<file path="config.mk">
export PLATFORM = sky130hd
export DESIGN_NAME = prog_rom
export DESIGN_NICKNAME = d
export VERILOG_FILES = /design/src/rtl/cpu_pkg.sv /design/src/rtl/prog_loader_fsm.sv /design/src/rtl/prog_rom.sv
export SDC_FILE = /design/constraint.sdc
export NUM_CORES = 1
export LEC_CHECK = 0
export CORE_MARGIN = 5
export CORE_UTILIZATION = 45
export CTS_BUF_LIST = sky130_fd_sc_hd__clkbuf_8 sky130_fd_sc_hd__clkbuf_16
export CTS_CLUSTER_DIAMETER = 100
export DETAILED_ROUTE_END_ITERATION = 10
export SYNTH_ARGS = -nofsm -noshare
export SYNTH_HDL_FRONTEND = slang
export SYNTH_HIERARCHICAL = 1
export SYNTH_SLANG_ARGS = --single-unit
export TNS_END_PERCENT = 50
</file>
<file path="constraint.sdc">
create_clock -name clk -period 2 [get_ports clk]
set_input_delay 0.3 -clock clk [delete_from_list [all_inputs] [get_ports clk]]
set_output_delay 0.3 -clock clk [all_outputs]
set_load 0.005 [all_outputs]
</file>
<file path="src/rtl/cpu_pkg.sv">
// cpu_pkg: shared CPU definitions (opcode encoding, instruction word layout,
// power-on program) plus the loader state encoding used by prog_rom.
// Optional feature macro (used by prog_rom files): PROG_ROM_CHECKSUM_EN.
package cpu_pkg;

   localparam int CPU_AW    = 4;
   localparam int CPU_DEPTH = 16;
   localparam int CPU_IW    = 8;

   typedef enum logic [3:0] {
      ADD_A     = 4'd0,
      MOV_AB    = 4'd1,
      IN_A      = 4'd2,
      MOV_A_IMM = 4'd3,
      MOV_BA    = 4'd4,
      ADD_B     = 4'd5,
      IN_B      = 4'd6,
      MOV_B_IMM = 4'd7,
      OUT_B     = 4'd9,
      OUT_IMM   = 4'd11
   } opcode_t;

   typedef struct packed {
      logic [3:0] opecode;
      logic [3:0] imm;
   } instr_t;

   typedef enum logic [1:0] {
      ST_RUN  = 2'd0,
      ST_LOAD = 2'd1,
      ST_ERR  = 2'd2
   } load_state_t;

   // LED blink loop: even words OUT_IMM 3, odd words OUT_IMM 12 (word 0 is the LSB slot).
   localparam instr_t [CPU_DEPTH-1:0] DEFAULT_PROGRAM =
      {(CPU_DEPTH/2){{OUT_IMM, 4'd12}, {OUT_IMM, 4'd3}}};

   // Modulo-256 running sum used for the load checksum.
   function automatic logic [7:0] csum_add(input logic [7:0] acc, input logic [7:0] b);
      return acc + b;
   endfunction

endpackage

</file>
<file path="src/rtl/prog_loader_fsm.sv">
// prog_loader_fsm: runtime program loader for prog_rom. Owns the load state,
// the write pointer, the checksum accumulator and the CPU reset output, and
// produces the write strobe/address into the instruction store.
// Optional feature macro: PROG_ROM_CHECKSUM_EN (adds a trailing checksum byte
// and an ERR state that keeps the CPU in reset on a bad load).
module prog_loader_fsm
   import cpu_pkg::*;
#(
   parameter int AW    = CPU_AW,
   parameter int DEPTH = CPU_DEPTH,
   parameter int IW    = CPU_IW
) (
   input  logic          clk,
   input  logic          n_rst,
   input  logic          prog_start,
`ifdef PROG_ROM_CHECKSUM_EN
   input  logic [IW-1:0] prog_data,
`endif
   input  logic          prog_valid,
   output logic          prog_ready,
   output logic          cpu_n_rst,
   output logic          loading,
   output logic          load_err,
   output logic          wr_en,
   output logic [AW-1:0] wr_addr
);

   localparam logic [AW-1:0] LAST_PTR = AW'(DEPTH - 1);
   localparam logic [AW-1:0] PTR_ONE  = AW'(1);

   load_state_t   state_r;
   logic [AW-1:0] wr_ptr_r;
   logic          ready_r;
   logic          cpu_rst_r;
   logic          loading_r;
   logic          hs;
`ifdef PROG_ROM_CHECKSUM_EN
   logic [7:0]    csum_r;
   logic          csum_phase_r;   // all DEPTH words stored, next byte is the checksum
   logic          err_r;
`endif

   assign hs         = prog_valid & ready_r;
   assign prog_ready = ready_r;
   assign cpu_n_rst  = cpu_rst_r;
   assign loading    = loading_r;
   assign wr_addr    = wr_ptr_r;
`ifdef PROG_ROM_CHECKSUM_EN
   assign load_err   = err_r;
`else
   assign load_err   = 1'b0;
`endif

   // Write strobe: every accepted byte is stored except the trailing checksum.
   always_comb begin
      wr_en = 1'b0;
`ifdef PROG_ROM_CHECKSUM_EN
      if (hs && !csum_phase_r) begin
         wr_en = 1'b1;
      end else begin
         wr_en = 1'b0;
      end
`else
      wr_en = hs;
`endif
   end

   // Loader state machine with registered handshake and CPU reset outputs.
   always_ff @(posedge clk or negedge n_rst) begin
      if (!n_rst) begin
         state_r      <= ST_RUN;
         wr_ptr_r     <= '0;
         ready_r      <= 1'b0;
         cpu_rst_r    <= 1'b0;
         loading_r    <= 1'b0;
`ifdef PROG_ROM_CHECKSUM_EN
         csum_r       <= 8'h00;
         csum_phase_r <= 1'b0;
         err_r        <= 1'b0;
`endif
      end else begin
         case (state_r)
            ST_RUN: begin
               if (prog_start) begin
                  state_r      <= ST_LOAD;
                  wr_ptr_r     <= '0;
                  ready_r      <= 1'b1;
                  loading_r    <= 1'b1;
                  cpu_rst_r    <= 1'b0;
`ifdef PROG_ROM_CHECKSUM_EN
                  csum_r       <= 8'h00;
                  csum_phase_r <= 1'b0;
`endif
               end else begin
                  ready_r   <= 1'b0;
                  loading_r <= 1'b0;
                  cpu_rst_r <= 1'b1;
               end
            end
            ST_LOAD: begin
               // prog_start is deliberately ignored here: a load always runs to completion.
               cpu_rst_r <= 1'b0;
               if (hs) begin
`ifdef PROG_ROM_CHECKSUM_EN
                  if (csum_phase_r) begin
                     csum_phase_r <= 1'b0;
                     ready_r      <= 1'b0;
                     loading_r    <= 1'b0;
                     if (csum_add(csum_r, prog_data) == 8'h00) begin
                        state_r <= ST_RUN;
                        err_r   <= 1'b0;
                     end else begin
                        state_r <= ST_ERR;
                        err_r   <= 1'b1;
                     end
                  end else begin
                     csum_r   <= csum_add(csum_r, prog_data);
                     wr_ptr_r <= wr_ptr_r + PTR_ONE;
                     if (wr_ptr_r == LAST_PTR) begin
                        csum_phase_r <= 1'b1;
                     end else begin
                        csum_phase_r <= 1'b0;
                     end
                  end
`else
                  wr_ptr_r <= wr_ptr_r + PTR_ONE;
                  if (wr_ptr_r == LAST_PTR) begin
                     // Last word written: CPU is released on the following edge from RUN.
                     state_r   <= ST_RUN;
                     ready_r   <= 1'b0;
                     loading_r <= 1'b0;
                  end else begin
                     state_r <= ST_LOAD;
                  end
`endif
               end else begin
                  state_r <= ST_LOAD;
               end
            end
`ifdef PROG_ROM_CHECKSUM_EN
            ST_ERR: begin
               cpu_rst_r <= 1'b0;
               if (prog_start) begin
                  state_r      <= ST_LOAD;
                  wr_ptr_r     <= '0;
                  ready_r      <= 1'b1;
                  loading_r    <= 1'b1;
                  csum_r       <= 8'h00;
                  csum_phase_r <= 1'b0;
                  err_r        <= 1'b0;
               end else begin
                  ready_r   <= 1'b0;
                  loading_r <= 1'b0;
               end
            end
`endif
            default: begin
               state_r   <= ST_RUN;
               ready_r   <= 1'b0;
               loading_r <= 1'b0;
               cpu_rst_r <= 1'b0;
            end
         endcase
      end
   end

endmodule

</file>
<file path="src/rtl/prog_rom.sv">
// prog_rom: 16 x 8 instruction memory with a combinational fetch port and a
// byte-wide valid/ready runtime loader that holds the CPU in reset while a
// new program is being written. DEPTH must equal 2**AW.
// Optional feature macro: PROG_ROM_CHECKSUM_EN (checksum-verified loads).
module prog_rom
   import cpu_pkg::*;
#(
   parameter int DEPTH = CPU_DEPTH,
   parameter int AW    = CPU_AW,
   parameter int IW    = CPU_IW
) (
   input  logic          clk,
   input  logic          n_rst,
   input  logic [AW-1:0] addr,
   output logic [3:0]    opecode,
   output logic [3:0]    imm,
   input  logic          prog_start,
   input  logic [IW-1:0] prog_data,
   input  logic          prog_valid,
   output logic          prog_ready,
   output logic          cpu_n_rst,
   output logic          loading,
   output logic          load_err
);

   logic [IW-1:0] mem [DEPTH];
   logic          wr_en;
   logic [AW-1:0] wr_addr;
   instr_t        rd_word;

   prog_loader_fsm #(
      .AW    (AW),
      .DEPTH (DEPTH),
      .IW    (IW)
   ) u_loader (
      .clk        (clk),
      .n_rst      (n_rst),
      .prog_start (prog_start),
`ifdef PROG_ROM_CHECKSUM_EN
      .prog_data  (prog_data),
`endif
      .prog_valid (prog_valid),
      .prog_ready (prog_ready),
      .cpu_n_rst  (cpu_n_rst),
      .loading    (loading),
      .load_err   (load_err),
      .wr_en      (wr_en),
      .wr_addr    (wr_addr)
   );

   for (genvar g = 0; g < DEPTH; g++) begin : g_word
      // Storage word: reset to the blink program, overwritten by loader handshakes.
      always_ff @(posedge clk or negedge n_rst) begin
         if (!n_rst) begin
            mem[g] <= IW'(DEFAULT_PROGRAM[g]);
         end else if (wr_en && (wr_addr == AW'(g))) begin
            mem[g] <= prog_data;
         end
      end
   end

   // Fetch is asynchronous, so a same-cycle write shows up only after its edge.
   assign rd_word = instr_t'(mem[addr]);
   assign opecode = rd_word.opecode;
   assign imm     = rd_word.imm;

endmodule

</file>
Word level (Yosys, flattened, before mapping)
Index checks and enable logic that the tools add are counted.
Storage, ports and cells
  logic and storage cells: 80
  input bits: 16
  flip-flop bits (word level): 136
  output and inout bits: 12
Operators by class
  reductions and logical operators: 21
  magnitude comparators: 1
  muxes and demuxes: 16
  $add $sub $neg: 1
  equal/unequal tests: 19
  bitwise logic cells: 2
Operators with widths (count)
  $bmux W8 S4: 1
  $eq A4 B4 Y1 const B: 8
  $eq A4 B3 Y1 const B: 4
  $logic_and A1 B1 Y1: 16
  $mux W8: 2
  $eq A4 B2 Y1 const B: 2
  $mux W4: 2
  $pmux W4 S2: 1
  $mux W1: 7
  $ne A2 B2 Y1 const B: 3
  $ge A5 B5 Y1 const B: 1
  $not A4 Y5: 1
  $add A4 B1 Y4 const B: 1
  $eq A4 B1 Y1 const B: 1
  $logic_not A4 Y1: 1
  $pmux W2 S2: 1
  $reduce_and A3 Y1: 1
  $eq A2 B1 Y1 const B: 1
  $logic_not A2 Y1: 1
  $mux W2: 1
  $pmux W1 S2: 1
  $reduce_and A2 Y1: 1
  $reduce_bool A2 Y1: 1
  $and A1 B1 Y1: 1

Depth between registers and ports, before layout
  depth after elaboration: 4
  mapped depth: 6
  depth with buffers taken out: 5

Cells and area by module
Netlist, hierarchy kept.
Modules (own cells, without submodules)
  prog_rom: area each 6003.3 µm², times used 1, cells each 364, sequential area each 3303.2 µm²
  prog_loader_fsm: area each 361.6 µm², times used 1, cells each 34, sequential area each 175.2 µm²

Least setup slack after synthesis
No wires, ideal clock.
  path type: reg2reg
  start: register, netlist name u_loader/loading
  end: register mem[102] (netlist bit)
  buffers on the path: 1
  library setup time: 125 ps
  data arrival time: 1603 ps
  cell stages (with the launch flop): 7
  required time: 1875 ps
  path slack: 272 ps
  period minus slack after synthesis: 1728 ps
  path through: dfrtp_1 > nand2_2 > inv_1 > nor3b_2 > nor2b_1 > buf_2 > mux2_2
RTL lines
  end signal, assigned by index: RTL line prog_rom.sv:55  | mem[g] <= IW'(DEFAULT_PROGRAM[g]);
  end signal, assigned by index: RTL line prog_rom.sv:57  | mem[g] <= prog_data;
  end, declared: RTL line prog_rom.sv:26  | logic [IW-1:0] mem [DEPTH];

Final worst setup path
  start: register mem[103] (netlist bit)
  end: output opecode[3]
Between the ends
  cells in the longest elaborated chain, start to end: 3
Ends and longest elaborated chain
  $bmux W8 S4: RTL line prog_rom.sv:63  | assign rd_word = instr_t'(mem[addr]);
  $mux W8 (not written as such) (2 in series): RTL line prog_rom.sv:63
  end, declared: RTL line prog_rom.sv:15  | output logic [3:0] opecode,
Every way passes these cells. The select of a mux whose other input is x is not followed.

==> results.sh <==
export IMPL_status="complete, but fails checks"
export IMPL_violations="negative setup slack"
export IMPL_wl_per_cell_microns=21.3
export IMPL_yosys_cell_types_count=39
export IMPL_clkLatencyLatePin_ns=0.41
export IMPL_coreArea_sq_um=13900
export IMPL_die_height_microns=129
export IMPL_postSynthCellCount=398
export IMPL_antenna_found_initial=0
export IMPL_slew_violations=0
export IMPL_synth_edf_count=0
export IMPL_maxCapViolCount=0
export IMPL_start_util_pct=45.9
export IMPL_clk_pin_slew_ns=0.05
export IMPL_path_class="reg -> out"
export IMPL_worst_path_max_fanout=2
export IMPL_fp_row_count=43
export IMPL_relSlewSlack_pct=59.1
export IMPL_root_buffer="clkbuf_16"
export IMPL_synth_mux_area_fraction_pct=35.4
export IMPL_end_kind="output pin"
export IMPL_grt_use_total_pct=18.0
export IMPL_final_min_clock_period_ns=2.06
export IMPL_hold_viol=0
export IMPL_synth_top_family_by_area="multiplexers"
export IMPL_gp_congestion=0.763
export IMPL_vias=3631
export IMPL_slowest_delay_ns=0.59
export IMPL_dp_hpwl_microns=9080
export IMPL_drc=0
export IMPL_nFillCells=1094
export IMPL_place_ws_ns=-0.569
export IMPL_cts_buffers=17
export IMPL_synth_xor_xnor_area_share_pct=0.138
export IMPL_grt_pass1_vias=3971
export IMPL_rsz0062_at_grt="yes"
export IMPL_vias_per_cell=5.59
export IMPL_synth_fa_ha_area_share_pct=0.197
export IMPL_ys_ff_latch=135
export IMPL_drive_gt1_share_pct=72.3
export IMPL_grt_max_degree=47
export IMPL_nNetsFinal=473
export IMPL_layout_setup_ws_ns=-0.0603
export IMPL_required_ns=1.70
export IMPL_yosys_area_share_simple_pct=4.27
export IMPL_setup_violations=3
export IMPL_die_w_microns=129
export IMPL_hold_path_class="in -> async"
export IMPL_worst_pin_slew_ns=0.612
export IMPL_port_buffers=26
export IMPL_finalCritPeriodShare_pct=103
export IMPL_tns_ns=-0.0962
export IMPL_critPathArrivalTime_ns=1.76
export IMPL_wl_met3_microns=655
export IMPL_netlist_area_sq_um=6360
export IMPL_fp_dieArea_sq_um=16600
export IMPL_synth_compound_area_share_pct=2.56
export IMPL_r2r_start="u_loader/loading"
export IMPL_cpMaxStageDelayCell="mux4_4"
export IMPL_power_leakage_nw=3.33
export IMPL_drtIter0Drc=143
export IMPL_max_vdd_ir_drop_uv=673
export IMPL_seq_area_sq_um=3480
export IMPL_cts_buffer_depth=2
export IMPL_fmax_ghz=0.485
export IMPL_antenna_left=0
export IMPL_seq_area_frac_synth_pct=54.6
export IMPL_met2_length_microns=6820
export IMPL_syn_nets=415
export IMPL_startpoint_type="flip-flop"
export IMPL_areaGrowthSynthToFinish_pct=22.4
export IMPL_h_tree_depth=4
export IMPL_cts_num_sinks=135
export IMPL_dr_pass1_iters=4
export IMPL_power_density_nw_per_um2=1140
export IMPL_synthArstFlopShare_pct=100
export IMPL_globalRouteOverflowTotal=0
export IMPL_yosys_warnings=6
export IMPL_grt_pass1_wl_microns=22200
export IMPL_finClkSkew_ns=0.00415
export IMPL_total_power_mw=8.87
export IMPL_wirelength_microns=13800
export IMPL_multi_input_area_sq_um=2730
export IMPL_m1WireLength_microns=6160
export IMPL_top_layer_used="met4"
export IMPL_synth_area_per_cell_sq_um=16.0
export IMPL_crit_start="mem[103]"
export IMPL_tritoncts="done"
export IMPL_crit_chain="mux4_4 -> a22oi_2 -> nand2_1 -> buf_2"
export IMPL_ys_flop_type="dfstp_2"
export IMPL_diodes=0
export IMPL_io_pins=28
final cells by class:
| type | instances | share of cell area, % |
|---|---|---|
| flip-flops and latches | 135 | 44.7 |
| multi-input cells | 234 | 35.1 |
| repair buffers | 66 | 9.83 |
| clock buffers | 24 | 6.70 |
| well taps | 180 | 2.89 |
| clock inverters | 8 | 0.723 |
| inverters | 2 | 0.0964 |
final timing paths:
check	end	slack [ns]	depth (start not counted)
hold / removal	mem[80]	0.37	2
min in group clk	u_loader/loading	0.48	3
setup reg to reg	mem[96]	0.34	6
max in group asynchronous	mem[82]	0.92	3
hold reg to reg	mem[43]	0.50	1
setup / recovery	opecode[3]	-0.06	4
flip-flops by register name (all words and copies together) (netlist names):
register	count
mem	128
u_loader/cpu_n_rst	1
u_loader/loading	1
u_loader/state_r	1
u_loader/wr_addr	4
timing repair:
action	in CTS	in global routing
endpoints found under the setup margin	8	8
endpoints found under the hold margin	4	0
pin swaps	17	5
resized for setup	54	4
setup buffers	1	1
hold buffers	1	0
gates cloned	1	0
where the power goes:
part,switching [mW],internal (mW),total [mW]
Clock,1.05,1.91,2.96
Sequential,0.393,3.70,4.10
Combinational,0.683,1.13,1.82
Total,2.13,6.74,8.87
cell families after synthesis:
group,Yosys count
fa+ha+maj,1
mux,163
compound gates,22
xor+xnor,1
other cells,1
simple gates,46
flops,135
buf+inv,29
through the flow:
| step | util (%) | hold slack (ns) | cell area [sq um] | cells |
|---|---|---|---|---|
| finish | 56.1 | 0.373 | 7790 | 649 |
| global route | 56.1 | 0.380 | 7790 | 649 |
| CTS | 56.1 | 0.364 | 7780 | 648 |
| detailed placement | 51.6 | 0.262 | 7160 | 613 |
| global placement | 51.6 | 0.265 | 7160 | 613 |
| floorplan | - | 0.00441 | 6360 | 398 |
critical path: cells and delay by family, from the launching register on:
kind                   cells  cell delay [ns]
multiplexers               1             0.59
AND/OR/NAND/NOR            1             0.08
AO/OA/AOI/OAI              1             0.19
flip-flops                 1             0.36
buffers and inverters      1             0.13
synthesized netlist by cell type (all sizes together) (2+ instances only):
master	n	share of area (%)
a22o	2	0.28
mux4	32	12
dfrtp	55	22
clkbuf	8	0.47
mux2	130	23
nor2b	2	0.20
nand2	14	0.87
buf	16	1.7
nand2b	6	0.59
clkdlybuf4s25	3	0.47
a22oi	16	1.9
inv	2	0.12
nand3b	2	0.43
nor2	12	1.1
dfstp	80	33
nand3	3	0.24
routing by layer:
| metal | GRT usage [%] | up-vias |
|---|---|---|
| li1 | - | 1604 |
| met2 | 28.8 | 63 |
| met4 | 4.94 | 0 |
| met5 | 0 | - |
| met1 | 23.6 | 1949 |
| met3 | 6.23 | 15 |
cell usage in the layout (no fill, tap or decap), types with 10 or more instances in the layout:
cell,Yosys,routed
nor2_2,9,10
buf_4,3,22
clkdlybuf4s50_1,0,14
buf_12,0,17
nand2_1,13,13
clkbuf_16,0,17
mux4_2,17,29
mux2_2,129,129
dfrtp_1,55,55
a22oi_2,0,12
dfstp_2,80,80
Power figures use the tool's default switching activity.
